$ cat src/rtl/neo_prom_arb_if.sv
// neo_prom_arb_if
//   Bundles the CPU read port, the ROM-loader write port and the SDRAM word
//   port of the program-ROM arbiter.
//   slave  : the arbiter's view (CPU/loader requests and SDRAM replies in,
//            CPU data, loader status and SDRAM requests out).
//   master : the surrounding system's view (CPU, loader and SDRAM controller).
//   Signals:
//     cpu_rd, cpu_addr[23:0], cpu_data[15:0], cpu_rdy
//     ld_wr, ld_addr[24:0], ld_data[15:0], ld_busy, ld_ovf
//     sd_req, sd_we, sd_addr[23:0], sd_din[15:0], sd_dout[15:0], sd_ack
//     err
interface neo_prom_arb_if;
    logic        cpu_rd;
    logic [23:0] cpu_addr;
    logic [15:0] cpu_data;
    logic        cpu_rdy;
    logic        ld_wr;
    logic [24:0] ld_addr;
    logic [15:0] ld_data;
    logic        ld_busy;
    logic        ld_ovf;
    logic        sd_req;
    logic        sd_we;
    logic [23:0] sd_addr;
    logic [15:0] sd_din;
    logic [15:0] sd_dout;
    logic        sd_ack;
    logic        err;

    modport slave (
        input  cpu_rd, cpu_addr, ld_wr, ld_addr, ld_data, sd_dout, sd_ack,
        output cpu_data, cpu_rdy, ld_busy, ld_ovf, sd_req, sd_we, sd_addr, sd_din, err
    );

    modport master (
        output cpu_rd, cpu_addr, ld_wr, ld_addr, ld_data, sd_dout, sd_ack,
        input  cpu_data, cpu_rdy, ld_busy, ld_ovf, sd_req, sd_we, sd_addr, sd_din, err
    );
endinterface

$ cat src/rtl/neo_prom_arb.sv
// neo_prom_arb
//   Shares one SDRAM word port between M68K program-ROM reads and ROM-loader
//   writes. Each side owns a one-entry request slot; an IDLE/GRANT/BUSY/GAP
//   sequencer serves them round-robin, with a per-access ack timeout.
//   Ports:
//     CLK_48M  system clock (rising edge)
//     nRESET   asynchronous active-low reset
//     bus      neo_prom_arb_if.slave (CPU read port, loader write port,
//              SDRAM request port, sticky timeout error)
//   Parameters:
//     P2_BASE  SDRAM byte offset added to every CPU read address
//     TIMEOUT  BUSY cycles to wait for sd_ack before aborting (>= 4)
//   Build option:
//     NEO_PROM_CACHE_EN  adds a one-entry read cache (tag, data, valid);
//                        hits answer one cycle after the CPU edge without
//                        touching SDRAM or the sequencer.
module neo_prom_arb #(
    parameter logic [24:0] P2_BASE = 25'h0200000,
    parameter int          TIMEOUT = 64
) (
    input logic           CLK_48M,
    input logic           nRESET,
    neo_prom_arb_if.slave bus
);
    localparam int CW = (TIMEOUT > 1) ? $clog2(TIMEOUT) : 1;

    typedef enum logic [1:0] {IDLE = 2'd0, GRANT = 2'd1, BUSY = 2'd2, GAP = 2'd3} state_t;

    state_t        state_reg, state_next;
    logic          grant_cpu_reg, grant_cpu_next;
    logic          last_cpu_reg, last_cpu_next;   // 0 = loader had the last grant
    logic [CW-1:0] cnt_reg, cnt_next;
    logic          sd_req_reg, sd_req_next;
    logic          sd_we_reg, sd_we_next;
    logic [23:0]   sd_addr_reg, sd_addr_next;
    logic [15:0]   sd_din_reg, sd_din_next;
    logic          cpu_rdy_reg, cpu_rdy_next;
    logic [15:0]   cpu_data_reg, cpu_data_next;
    logic          err_reg, err_next;

    logic          cpu_rd_d_reg;
    logic          cpu_pend_reg;
    logic [23:0]   cpu_word_reg;
    logic          ld_busy_reg;
    logic          ld_ovf_reg;
    logic [23:0]   ld_word_reg;
    logic [15:0]   ld_data_reg;

    logic          cache_hit;
    logic [15:0]   cache_rdata;

    // Word address of (P2_BASE + cpu_addr) without forming the byte sum:
    // the carry out of bit 0 only exists when both low bits are set.
    logic [23:0] cpu_word;
    assign cpu_word = P2_BASE[24:1] + {1'b0, bus.cpu_addr[23:1]}
                    + {23'd0, P2_BASE[0] & bus.cpu_addr[0]};

    logic cpu_edge, done, abort, finish, cpu_fin, ld_fin;
    logic cpu_take, ld_take, ld_drop, cpu_want, ld_want;

    assign cpu_edge = bus.cpu_rd & ~cpu_rd_d_reg;
    assign done     = (state_reg == BUSY) & bus.sd_ack;
    assign abort    = (state_reg == BUSY) & ~bus.sd_ack & (cnt_reg == CW'(TIMEOUT - 1));
    assign finish   = done | abort;
    assign cpu_fin  = finish & grant_cpu_reg;
    assign ld_fin   = finish & ~grant_cpu_reg;

    // A slot may be refilled in the very cycle its access completes.
    assign cpu_take = cpu_edge & (~cpu_pend_reg | cpu_fin) & ~cache_hit;
    assign ld_take  = bus.ld_wr & (~ld_busy_reg | ld_fin);
    assign ld_drop  = bus.ld_wr & ~ld_take;

    // IDLE also sees requests arriving this cycle, so an edge in cycle 0
    // reaches GRANT in cycle 1 and raises sd_req in cycle 2.
    assign cpu_want = cpu_pend_reg | cpu_take;
    assign ld_want  = ld_busy_reg | ld_take;

    // State and output registers
    always_ff @(posedge CLK_48M or negedge nRESET) begin
        if (!nRESET) begin
            state_reg     <= IDLE;
            grant_cpu_reg <= 1'b0;
            last_cpu_reg  <= 1'b0;
            cnt_reg       <= '0;
            sd_req_reg    <= 1'b0;
            sd_we_reg     <= 1'b0;
            sd_addr_reg   <= 24'd0;
            sd_din_reg    <= 16'd0;
            cpu_rdy_reg   <= 1'b0;
            cpu_data_reg  <= 16'd0;
            err_reg       <= 1'b0;
        end else begin
            state_reg     <= state_next;
            grant_cpu_reg <= grant_cpu_next;
            last_cpu_reg  <= last_cpu_next;
            cnt_reg       <= cnt_next;
            sd_req_reg    <= sd_req_next;
            sd_we_reg     <= sd_we_next;
            sd_addr_reg   <= sd_addr_next;
            sd_din_reg    <= sd_din_next;
            cpu_rdy_reg   <= cpu_rdy_next;
            cpu_data_reg  <= cpu_data_next;
            err_reg       <= err_next;
        end
    end

    // Next-state logic
    always_comb begin
        state_next     = state_reg;
        grant_cpu_next = grant_cpu_reg;
        case (state_reg)
            IDLE: begin
                if (cpu_want | ld_want) begin
                    state_next = GRANT;
                    if (cpu_want & ld_want) grant_cpu_next = ~last_cpu_reg;
                    else                    grant_cpu_next = cpu_want;
                end
            end
            GRANT:   state_next = BUSY;
            BUSY:    if (finish) state_next = GAP;
            default: state_next = IDLE;
        endcase
    end

    // Output logic
    always_comb begin
        sd_req_next   = sd_req_reg;
        sd_we_next    = sd_we_reg;
        sd_addr_next  = sd_addr_reg;
        sd_din_next   = sd_din_reg;
        cnt_next      = cnt_reg;
        last_cpu_next = last_cpu_reg;
        cpu_rdy_next  = 1'b0;
        cpu_data_next = cpu_data_reg;
        err_next      = err_reg | abort;
        if (state_reg == GRANT) begin
            sd_req_next  = 1'b1;
            sd_we_next   = ~grant_cpu_reg;
            sd_addr_next = grant_cpu_reg ? cpu_word_reg : ld_word_reg;
            if (!grant_cpu_reg) sd_din_next = ld_data_reg;
            cnt_next     = '0;
        end
        if (state_reg == BUSY) cnt_next = cnt_reg + CW'(1);
        if (finish) begin
            sd_req_next   = 1'b0;
            last_cpu_next = grant_cpu_reg;
        end
        if (cpu_fin) begin
            cpu_rdy_next  = 1'b1;
            cpu_data_next = done ? bus.sd_dout : 16'hFFFF;
        end else if (cpu_edge & cache_hit) begin
            cpu_rdy_next  = 1'b1;
            cpu_data_next = cache_rdata;
        end
    end

    // Request slots
    always_ff @(posedge CLK_48M or negedge nRESET) begin
        if (!nRESET) begin
            cpu_rd_d_reg <= 1'b0;
            cpu_pend_reg <= 1'b0;
            cpu_word_reg <= 24'd0;
            ld_busy_reg  <= 1'b0;
            ld_ovf_reg   <= 1'b0;
            ld_word_reg  <= 24'd0;
            ld_data_reg  <= 16'd0;
        end else begin
            cpu_rd_d_reg <= bus.cpu_rd;
            if (cpu_fin) cpu_pend_reg <= 1'b0;
            if (cpu_take) begin
                cpu_pend_reg <= 1'b1;
                cpu_word_reg <= cpu_word;
            end
            if (ld_fin) ld_busy_reg <= 1'b0;
            if (ld_take) begin
                ld_busy_reg <= 1'b1;
                ld_word_reg <= bus.ld_addr[24:1];
                ld_data_reg <= bus.ld_data;
            end
            if (ld_drop) ld_ovf_reg <= 1'b1;
        end
    end

`ifdef NEO_PROM_CACHE_EN
    logic        cache_valid_reg;
    logic [23:0] cache_tag_reg;
    logic [15:0] cache_data_reg;

    // Only an idle CPU slot can hit; an edge coinciding with a CPU completion
    // is queued as a normal miss so the two replies never collide.
    assign cache_hit   = cache_valid_reg & (cache_tag_reg == cpu_word) & ~cpu_pend_reg;
    assign cache_rdata = cache_data_reg;

    always_ff @(posedge CLK_48M or negedge nRESET) begin
        if (!nRESET) begin
            cache_valid_reg <= 1'b0;
            cache_tag_reg   <= 24'd0;
            cache_data_reg  <= 16'd0;
        end else if (done & grant_cpu_reg) begin
            cache_valid_reg <= 1'b1;
            cache_tag_reg   <= sd_addr_reg;
            cache_data_reg  <= bus.sd_dout;
        end else if ((state_reg == GRANT) & ~grant_cpu_reg & (ld_word_reg == cache_tag_reg)) begin
            cache_valid_reg <= 1'b0;
        end
    end
`else
    assign cache_hit   = 1'b0;
    assign cache_rdata = 16'h0000;
`endif

    assign bus.sd_req   = sd_req_reg;
    assign bus.sd_we    = sd_we_reg;
    assign bus.sd_addr  = sd_addr_reg;
    assign bus.sd_din   = sd_din_reg;
    assign bus.cpu_rdy  = cpu_rdy_reg;
    assign bus.cpu_data = cpu_data_reg;
    assign bus.ld_busy  = ld_busy_reg;
    assign bus.ld_ovf   = ld_ovf_reg;
    assign bus.err      = err_reg;
endmodule

$ cat src/flat_wrapper.sv
// flat-port wrapper written by rule: the top's interface ports become plain ports
module neo_prom_arb_flat 
#(
    parameter logic [24:0] P2_BASE = 25'h0200000,
    parameter int          TIMEOUT = 64
)
  (CLK_48M, nRESET, bus_cpu_rd, bus_cpu_addr, bus_ld_wr, bus_ld_addr, bus_ld_data, bus_sd_dout, bus_sd_ack, bus_cpu_data, bus_cpu_rdy, bus_ld_busy, bus_ld_ovf, bus_sd_req, bus_sd_we, bus_sd_addr, bus_sd_din, bus_err);
  neo_prom_arb_if bus_i ();
  input logic CLK_48M;
  input logic nRESET;
  input wire logic [$bits(bus_i.cpu_rd)-1:0] bus_cpu_rd;
  input wire logic [$bits(bus_i.cpu_addr)-1:0] bus_cpu_addr;
  input wire logic [$bits(bus_i.ld_wr)-1:0] bus_ld_wr;
  input wire logic [$bits(bus_i.ld_addr)-1:0] bus_ld_addr;
  input wire logic [$bits(bus_i.ld_data)-1:0] bus_ld_data;
  input wire logic [$bits(bus_i.sd_dout)-1:0] bus_sd_dout;
  input wire logic [$bits(bus_i.sd_ack)-1:0] bus_sd_ack;
  output wire logic [$bits(bus_i.cpu_data)-1:0] bus_cpu_data;
  output wire logic [$bits(bus_i.cpu_rdy)-1:0] bus_cpu_rdy;
  output wire logic [$bits(bus_i.ld_busy)-1:0] bus_ld_busy;
  output wire logic [$bits(bus_i.ld_ovf)-1:0] bus_ld_ovf;
  output wire logic [$bits(bus_i.sd_req)-1:0] bus_sd_req;
  output wire logic [$bits(bus_i.sd_we)-1:0] bus_sd_we;
  output wire logic [$bits(bus_i.sd_addr)-1:0] bus_sd_addr;
  output wire logic [$bits(bus_i.sd_din)-1:0] bus_sd_din;
  output wire logic [$bits(bus_i.err)-1:0] bus_err;
  assign bus_i.cpu_rd = bus_cpu_rd;
  assign bus_i.cpu_addr = bus_cpu_addr;
  assign bus_i.ld_wr = bus_ld_wr;
  assign bus_i.ld_addr = bus_ld_addr;
  assign bus_i.ld_data = bus_ld_data;
  assign bus_i.sd_dout = bus_sd_dout;
  assign bus_i.sd_ack = bus_sd_ack;
  assign bus_cpu_data = bus_i.cpu_data;
  assign bus_cpu_rdy = bus_i.cpu_rdy;
  assign bus_ld_busy = bus_i.ld_busy;
  assign bus_ld_ovf = bus_i.ld_ovf;
  assign bus_sd_req = bus_i.sd_req;
  assign bus_sd_we = bus_i.sd_we;
  assign bus_sd_addr = bus_i.sd_addr;
  assign bus_sd_din = bus_i.sd_din;
  assign bus_err = bus_i.err;
  neo_prom_arb #(.P2_BASE(P2_BASE), .TIMEOUT(TIMEOUT)) u_core (.CLK_48M(CLK_48M), .nRESET(nRESET), .bus(bus_i));
endmodule
$ cat config.mk
export PLATFORM = sky130hd
export DESIGN_NAME = neo_prom_arb_flat
export DESIGN_NICKNAME = d
export VERILOG_FILES = /design/src/rtl/neo_prom_arb_if.sv /design/src/rtl/neo_prom_arb.sv /design/src/flat_wrapper.sv
export SDC_FILE = /design/constraint.sdc
export NUM_CORES = 1
export LEC_CHECK = 0
export BUFFER_PORTS_ARGS = -buffer_cell sky130_fd_sc_hd__buf_2
export CAP_MARGIN = 20
export CORE_ASPECT_RATIO = 1.4
export CORE_MARGIN = 4
export CORE_UTILIZATION = 57
export CTS_CLUSTER_SIZE = 10
export DETAILED_ROUTE_END_ITERATION = 16
export HOLD_SLACK_MARGIN = 0.15
export PLACE_DENSITY = 0.93
export SLEW_MARGIN = 20
export SYNTH_ARGS = -nofsm -noshare
export SYNTH_HDL_FRONTEND = slang
export SYNTH_SLANG_ARGS = --single-unit
$ cat constraint.sdc
create_clock -name CLK_48M -period 4.17 [get_ports CLK_48M]
set_clock_uncertainty 0.15 [all_clocks]
set_input_delay 0.2085 -clock CLK_48M [delete_from_list [all_inputs] [get_ports CLK_48M]]
set_output_delay 0.2085 -clock CLK_48M [all_outputs]
set_load 0.02 [all_outputs]
==> results of run 1 <==
layout by cell type, fill, tap and decap left out, types with 4 or more instances in the layout:
master / n
buf_2: 144
mux2i_1: 26
ha_1: 5
dfrtp_1: 137
clkbuf_8: 9
bufinv_16: 4
nand2_1: 9
nand3_1: 6
mux2_2: 20
clkbuf_16: 17
inv_1: 6
a21o_1: 5
o21ai_0: 9
o22a_1: 16
dlygate4sd3_1: 84
nor2_1: 27
mux2_4: 59
a21oi_1: 25
worst min path at each step:
stage                   startpoint                endpoint  slack, ps
floorplan                   nRESET  u_core.bus.cpu_data[0]       -240
global placement        bus_cpu_rd     u_core.cpu_rd_d_reg        180
CTS                     bus_cpu_rd     u_core.cpu_rd_d_reg        290
global route        u_core.bus.err          u_core.bus.err        320
detailed placement      bus_cpu_rd     u_core.cpu_rd_d_reg        180
finish                      nRESET   u_core.ld_word_reg[4]        320
kinds of logic after synthesis:
family,synth area share
fa+ha+maj,0.0130
flops,0.597
mux,0.237
buf+inv,0.0284
compound gates,0.0768
simple gates,0.0457
xor+xnor,0.00152
layout make-up:
type	instances	area share
flip-flops and latches	138	0.427
multi-input cells	233	0.268
repair buffers	232	0.197
clock buffers	27	0.0684
well taps	135	0.0209
clock inverters	5	0.0155
inverters	6	0.00279
power groups by stage:
stage	clock network [W]	registers [W]	logic, W
global placement	0	0.00238	0.00220
global route	0.00176	0.00253	0.00260
floorplan	0	0.00264	0.00140
CTS	0.00169	0.00243	0.00238
detailed placement	0	0.00244	0.00229
finish	0.00167	0.00248	0.00243
worst max-delay path, stage by stage, from the launching register on:
cell and delay [ps]:
dfrtp_2 980, nand3_1 220, buf_4 280, o211ai_2 140, nand2_2 520, mux2_4 490
metrics by stage:
stage,hold slack [ps],worst slack [ps],utilization,power (W),instances
CTS,289,1360,0.817,0.00650,776
global route,323,1130,0.817,0.00689,776
finish,316,1240,0.817,0.00659,776
floorplan,-237,2210,-,0.00404,398
detailed placement,182,1360,0.663,0.00474,660
global placement,180,1370,0.663,0.00458,660
routing by layer:
layer	global-route usage	routed length, um	part of all wire	vias up
met1	0.305	5600	0.36	2118
met2	0.504	8720	0.56	151
met3	0.0524	588	0.038	49
li1	-	-	-	1882
met5	0	0	0	-
met4	0.131	612	0.039	0
==> flow_summary.toml, run 1 <==
[global_route]
grt_pass1_vias = 4636
grt_pass1_wl_mm = 24.8
grt_overflow_total = 0
track_usage = 0.276
grt_start_max_net_pins = 104
antenna_found_initial = 0

[detailed_routing]
drtIter0Drc = 171
dr_total_vias = 4200
wl_per_cell_um = 20.0
viasPerCell = 5.41
drc = 0
ant_nets = 0
postRouteWirelength_mm = 15.5
first_pass_iters = 5

[sta]
final_max_slew_viol_count = 0
finalSetupTns_ps = 0
slew_headroom = 0.361
worstMarginPinSlew_ps = 959
hold_violations = 0
setup_viol = 0
fmax_mhz = 341
period_share = 0.703
fin_crit_ps = 2930
rsz0062_at_grt = "no"

[clocking]
post_cts_buffers = 0
htree_levels = 4
clockRootBuffer = "clkbuf_16"
tritoncts = "yes"
ctsResizeCount = 0
cts_sinks = 138
cts_buffer_depth = 2
cts_made_buffers = 17
clock_latency_ps = 410
hold_buffers = 84
cts.reportedPaths.clkPinSlew_ps = 50

[critical_path]
end_kind = "flop"
r2r-end = "u_core.cpu_word_reg[16]"
ff2ff_setup_slack_ps = 1240
required_ps = 4300
crit_fanout = 31
critPathLaunch = "u_core.grant_cpu_reg"
crit_type = "reg2reg"
cp-start-kind = "flop"
reg2regPathDepth = 5
worstSetupEndpoint = "u_core.cpu_word_reg[16]"
reg2reg_from = "u_core.grant_cpu_reg"
worstPathArrival_ps = 3070

[die]
die_h_um = 127
die_w_um = 93.1
dieArea_mm2 = 0.0118
ios = 148
rows = 43
start_util = 0.584
core_mm2 = 0.00990

[pwr]
ir_drop_v = 0.000583
p_sw_frac = 0.341
pwr_density_cell_mw_per_mm2 = 814
p_int_w = 0.00434
power.leakage_nw = 4.04
clkPwrFrac = 0.254
seq_power_share = 0.376
p_sw_w = 0.00225
p_comb_frac = 0.370

[finish]
drive_gt1_frac = 0.415
nNetsFinal = 720
diodes = 0
regArea_mm2 = 0.00345
nFillCells = 546
multi_input_area_mm2 = 0.00217
area_growth_pct = 39.9
finish.instance_area_mm2 = 0.00809

[yosys]
yosys.area.top_type = "dfrtp_1"
synthFlopType = "dfrtp_1"
seq_area_frac_synth = 0.597
synth_common_cells = "dfrtp_1 (138), mux2_4 (59), nor2_1 (27)"
synth.most_common_cell = "dfrtp_1"
synth_area_leaders = "dfrtp_1 (60%), mux2_4 (15%), mux2i_1 (4.5%), mux2_2 (3.9%), o22a_1 (2.4%)"
synth_top_area_frac = 0.597
synth_warnings = 0
ys_ff_latch = 138
syn_inst = 398
syn_area_per_cell_um2 = 14.5
async_reset_ff_frac = 1.00
synth_edf_count = 0
netlist_area_mm2 = 0.00578
yosysUniqueCellTypes = 38
synth_nets = 490

[place]
dp_hpwl_mm = 8.55
place_area_mm2 = 0.00657
gp_congestion = 0.769
portBuffers = 145

[run_status]
status = "finished clean"

[min_path]
hp-class = "in2async"

[run]
maxCapViolations = 0
Note: power is estimated with default switching activity, not from simulation.
==> run 2, diff against run 1 <==
--- a/config.mk
+++ b/config.mk
@@ -9,11 +9,11 @@
 export CAP_MARGIN = 20
 export CORE_ASPECT_RATIO = 1.4
 export CORE_MARGIN = 4
-export CORE_UTILIZATION = 57
+export CORE_UTILIZATION = 53
 export CTS_CLUSTER_SIZE = 10
 export DETAILED_ROUTE_END_ITERATION = 16
 export HOLD_SLACK_MARGIN = 0.15
-export PLACE_DENSITY = 0.93
+export PLACE_DENSITY = 0.88
 export SLEW_MARGIN = 20
 export SYNTH_ARGS = -nofsm -noshare
 export SYNTH_HDL_FRONTEND = slang
==> constraint.sdc (replaced) <==
create_clock -name CLK_48M -period 2.8 [get_ports CLK_48M]
set_clock_uncertainty 0.15 [all_clocks]
set_input_delay 0.14 -clock CLK_48M [delete_from_list [all_inputs] [get_ports CLK_48M]]
set_output_delay 0.14 -clock CLK_48M [all_outputs]
set_load 0.02 [all_outputs]
==> run 2 against run 1 <==
Non-clock buffer count increased by 7. Critical path depth grew 2. Flip-flop and latch count did not move. Largest power group is now combinational logic. Via count down 0.95%. Total power is 48% higher. Global-route usage decreased by 2.4 points. Highest routed layer unchanged. Routed wire length fell by 1.1%. Core utilization fell by 4.1 points. Fmax is 13% higher. Final area grew 0.85%. Cell count up 1.4%. Sequential share of layout area down 0.36 points. Critical endpoint is now u_core.ld_word_reg[21].
==> flow_summary.toml, run 2 (synthesis results as in run 1) <==
[sta]
fin_crit_ps = 2600
rsz0062_at_grt = "no"
setup_viol = 0
finalSetupTns_ps = 0
worstMarginPinSlew_ps = 733
fmax_mhz = 385
hold_violations = 0
final_max_slew_viol_count = 0
slew_headroom = 0.512
period_share = 0.928

[critical_path]
worstSetupEndpoint = "u_core.ld_word_reg[21]"
max_stage_delay_ps = 470
cp-start-kind = "flop"
reg2regPathDepth = 7
r2r-end = "u_core.ld_word_reg[21]"
required_ps = 2940
ff2ff_setup_slack_ps = 200
crit_type = "reg2reg"
path_cells = "inv_1 > ha_1 > nand4b_1 > o211a_1 > nand2b_4 > buf_12 > mux2_4"
reg2reg_from = "u_core.state_reg[0]"
end_kind = "flop"
critPathLaunch = "u_core.state_reg[0]"
crit_fanout = 31
worstPathArrival_ps = 2740
crit_slowest_cell = "ha_1"

[pwr]
ir_drop_v = 0.000715
pwr_density_cell_mw_per_mm2 = 1200
power.leakage_nw = 4.06

[die]
core_mm2 = 0.0105
rows = 44
die_w_um = 96.3
start_util = 0.550
ios = 148
dieArea_mm2 = 0.0127
die_h_um = 132

[clocking]
htree_levels = 4
ctsResizeCount = 0
cts_buffer_depth = 2
cts_sinks = 138
cts_made_buffers = 17
tritoncts = "yes"
cts.reportedPaths.clkPinSlew_ps = 60
clockRootBuffer = "clkbuf_16"
clock_latency_ps = 420

[finish]
stdcell_count = 787
nFillCells = 616
drive_gt1_frac = 0.420
area_growth_pct = 41.1
nNetsFinal = 727
layout_common_cells = "buf_2 (144), dfrtp_1 (137), dlygate4sd3_1 (86)"
finish.instance_area_mm2 = 0.00815
layout_commonest_cell = "buf_2"

[place]
portBuffers = 145
gp_congestion = 0.824
dp.cells = 668
dp_hpwl_mm = 8.92
place_area_mm2 = 0.00663

[detailed_routing]
ant_nets = 0
viasPerCell = 5.29
drc = 0
first_pass_iters = 4
postRouteWirelength_mm = 15.3
wl_per_cell_um = 19.5
drtIter0Drc = 147
dr_total_vias = 4160

[global_route]
grt_overflow_total = 0
grt_start_max_net_pins = 81
grt_pass1_wl_mm = 24.1
track_usage = 0.252
antenna_found_initial = 1
grt_pass1_vias = 4670

[run_status]
status = "finished clean"

[run]
maxCapViolations = 0

[min_path]
hp-class = "in2async"
[run 2: changes by cell type in the layout (fill, tap and decap cells not counted)]
| cell | change |
|---|---|
| clkbuf_8 | -8 |
| buf_4 | +3 |
| clkinv_4 | +3 |
| buf_12 | +2 |
| clkinvlp_4 | +2 |
| dlygate4sd3_1 | +2 |
| inv_6 | +2 |
| bufinv_16 | +1 |
| clkbuf_1 | -1 |
| clkinv_2 | +1 |
| diode_2 | +1 |
[run 2: repair_timing]
action                                  4_1_cts  5_1_grt
endpoints found under the setup margin        0        0
hold buffers                                 86        0
endpoints found under the hold margin       204        0
buffers inserted                              0        0
[run 2: where the power goes]
part           switching, W  internal, W  total [W]
clock              0.000868      0.00161    0.00248
sequential         0.000588      0.00296    0.00355
combinational       0.00191      0.00182    0.00373
total               0.00337      0.00639    0.00976
[run 2: critical path: cells and delay by family (launching register included)]
kind / cells / cell delay, ps
fa+ha+maj: 1 / 470
simple gates: 2 / 440
flops: 1 / 410
buf+inv: 2 / 360
mux: 1 / 330
compound gates: 1 / 290
[run 2: worst min path at each step]
stage                                  end  slack, ps  depth (start not counted)
global placement     u_core.ld_word_reg[2]         60                          1
detailed placement   u_core.ld_word_reg[6]         70                          1
finish               u_core.ld_word_reg[6]        200                          2
floorplan           u_core.bus.cpu_data[0]       -310                          0
CTS                  u_core.ld_word_reg[6]        200                          2
global route           u_core.cpu_rd_d_reg        240                          2
[run 2: final cells by class]
class,count,area [um2],area share
Sequential cell,138,3450,0.424
Multi-Input combinational cell,233,2170,0.266
Timing Repair Buffer,239,1680,0.206
Clock buffer,18,439,0.0539
Clock inverter,14,219,0.0269
Tap cell,138,173,0.0212
Inverter,6,22.5,0.00276
Antenna cell,1,2.50,0.000307
[run 2: layer usage]
layer | vias to the layer above | share of wire | global-route usage
li1 | 1894 | - | -
met5 | - | 0 | 0
met1 | 2103 | 0.37 | 0.274
met2 | 134 | 0.56 | 0.456
met3 | 29 | 0.043 | 0.0555
met4 | 0 | 0.025 | 0.107
[run 2: metrics by stage]
step | setup WS [ps] | hold WS, ps | total power, W | util
2_1_floorplan | 844 | -306 | 0.00602 | -
3_3_place_gp | 392 | 57.2 | 0.00685 | 0.631
3_5_place_dp | 316 | 72.4 | 0.00707 | 0.631
4_1_cts | 261 | 203 | 0.00970 | 0.775
5_1_grt | 109 | 240 | 0.0102 | 0.775
6_report | 203 | 197 | 0.00976 | 0.775
==> run 3, diff against run 2 <==
--- a/config.mk
+++ b/config.mk
@@ -14,6 +14,7 @@
 export DETAILED_ROUTE_END_ITERATION = 16
 export HOLD_SLACK_MARGIN = 0.15
 export PLACE_DENSITY = 0.88
+export REMOVE_ABC_BUFFERS = 1
 export SLEW_MARGIN = 20
 export SYNTH_ARGS = -nofsm -noshare
 export SYNTH_HDL_FRONTEND = slang
==> run 3 against run 2 <==
Register-to-register slack improved by 140 ps. Flip-flop and latch count did not move. Via count down 0.65%. Sequential share of layout area grew 0.23 points. Global-route usage fell by 0.77 points. First-iteration DRC count increased by 4.8%. Routed wire length shrank 2.6%. Largest cell class unchanged. Highest routed layer unchanged.
==> flow_summary.toml, run 3 (synthesis results as in run 1) <==
[finish]
multi_input_area_mm2 = 0.00217
area_growth_pct = 40.3
diodes = 0
layout_common_cells = "buf_2 (144), dfrtp_1 (137), dlygate4sd3_1 (86)"
regArea_mm2 = 0.00345
nFillCells = 612
finish.instance_area_mm2 = 0.00811
layout_commonest_cell = "buf_2"
drive_gt1_frac = 0.420
nNetsFinal = 729

[sta]
period_share = 0.877
worstMarginPinSlew_ps = 693
fmax_mhz = 407
hold_violations = 0
holdWs_ps = 186
rsz0062_at_grt = "no"
setup_viol = 0
final_max_slew_viol_count = 0
slew_headroom = 0.538
fin_crit_ps = 2450

[critical_path]
crit_fanout = 26
crit_type = "reg2reg"
path_cells = "inv_1 > ha_1 > nand4b_1 > o211a_1 > nand2b_4 > buf_4 > mux2_4"
worstPathArrival_ps = 2590
cp-start-kind = "flop"
crit_slowest_cell = "ha_1"
end_kind = "flop"
max_stage_delay_ps = 440
required_ps = 2930

[detailed_routing]
drtIter0Drc = 154
dr_total_vias = 4133
first_pass_iters = 4
postRouteWirelength_mm = 14.9
top_layer = "met4"
drc = 0
met1_length_mm = 5.51
route.met2.wl_mm = 8.30
ant_nets = 0
viasPerCell = 5.26
routed-wl-met3_um = 927
wl_per_cell_um = 19.0

[die]
start_util = 0.550
die_w_um = 96.3
dieArea_mm2 = 0.0127
ios = 148
die_h_um = 132
core_mm2 = 0.0105
rows = 44

[global_route]
antenna_found_initial = 0
track_usage = 0.244
grt_pass1_wl_mm = 23.7
grt_start_max_net_pins = 78
grt_pass1_vias = 4651
grt_overflow_total = 0

[clocking]
cts_buffer_depth = 2
cts.reportedPaths.clkPinSlew_ps = 60
cts_sinks = 138
cts_made_buffers = 17
clockRootBuffer = "clkbuf_16"
hold_buffers = 86
htree_levels = 4
post_cts_buffers = 0
clock_latency_ps = 400
ctsResizeCount = 0
tritoncts = "yes"

[place]
gp_congestion = 0.783
dp_hpwl_mm = 8.68
place_area_mm2 = 0.00664
portBuffers = 145

[run_status]
status = "finished clean"

[pwr]
pwr_density_cell_mw_per_mm2 = 1180
ir_drop_v = 0.000783
power.leakage_nw = 4.04
fin_total_pwr_w = 0.00955

[run]
maxCapViolations = 0

[min_path]
hp-class = "in2async"
run 3: cell count changes in the layout (fill, tap and decap cells not counted), sizes merged:
cell | before | now
diode | 1 | 0
inv | 8 | 6
bufinv | 5 | 4
buf | 153 | 155
clkinvlp | 2 | 3
run 3: through the flow:
| step | cells | TNS, ps | util | setup slack (ps) |
|---|---|---|---|---|
| 2_1_floorplan | 377 | -6830 | - | -303 |
| 3_3_place_gp | 670 | 0 | 0.631 | 471 |
| 3_5_place_dp | 670 | 0 | 0.631 | 390 |
| 4_1_cts | 786 | 0 | 0.771 | 341 |
| 5_1_grt | 786 | 0 | 0.771 | 187 |
| 6_report | 786 | 0 | 0.771 | 345 |
run 3: critical path: cells and delay by family (launching register included):
kind                     cells  cell delay, ps
adder cells (fa/ha/maj)      1             440
buffers and inverters        2             380
AO/OA/AOI/OAI                1             270
AND/OR/NAND/NOR              2             310
flip-flops                   1             400
multiplexers                 1             360
run 3: power by group:
group	internal [W]	switching, W	total (W)
combinational	0.00182	0.00186	0.00367
sequential	0.00297	0.000592	0.00356
clock	0.00150	0.000818	0.00232
total	0.00628	0.00327	0.00955
run 3: metal layers:
layer,global-route usage,vias up
met3,0.0698,18
met2,0.436,150
met5,0,-
met4,0.0752,0
li1,-,1891
met1,0.274,2074
run 3: layout make-up:
cell class                 count  share of cell area
clock buffer                  18              0.0541
clock inverter                12              0.0216
timing repair buffer         241               0.207
tap                          138              0.0213
inverter                       6             0.00278
multi-input combinational    233               0.267
sequential                   138               0.426
run 3: path summary, 6_finish.rpt:
kind | slack (ps) | from | endpoint | cells after the start
min reg2reg | 330 | u_core.bus.sd_we | u_core.bus.sd_we | 1
min | 190 | nRESET | u_core.ld_word_reg[20] | 2
min in group CLK_48M | 300 | bus_cpu_rd | u_core.cpu_rd_d_reg | 2
max | 350 | u_core.state_reg[0] | u_core.ld_data_reg[4] | 7
max in group asynchronous | 1540 | nRESET | u_core.bus.sd_addr[0] | 3
max reg2reg | 350 | u_core.state_reg[0] | u_core.ld_data_reg[4] | 7
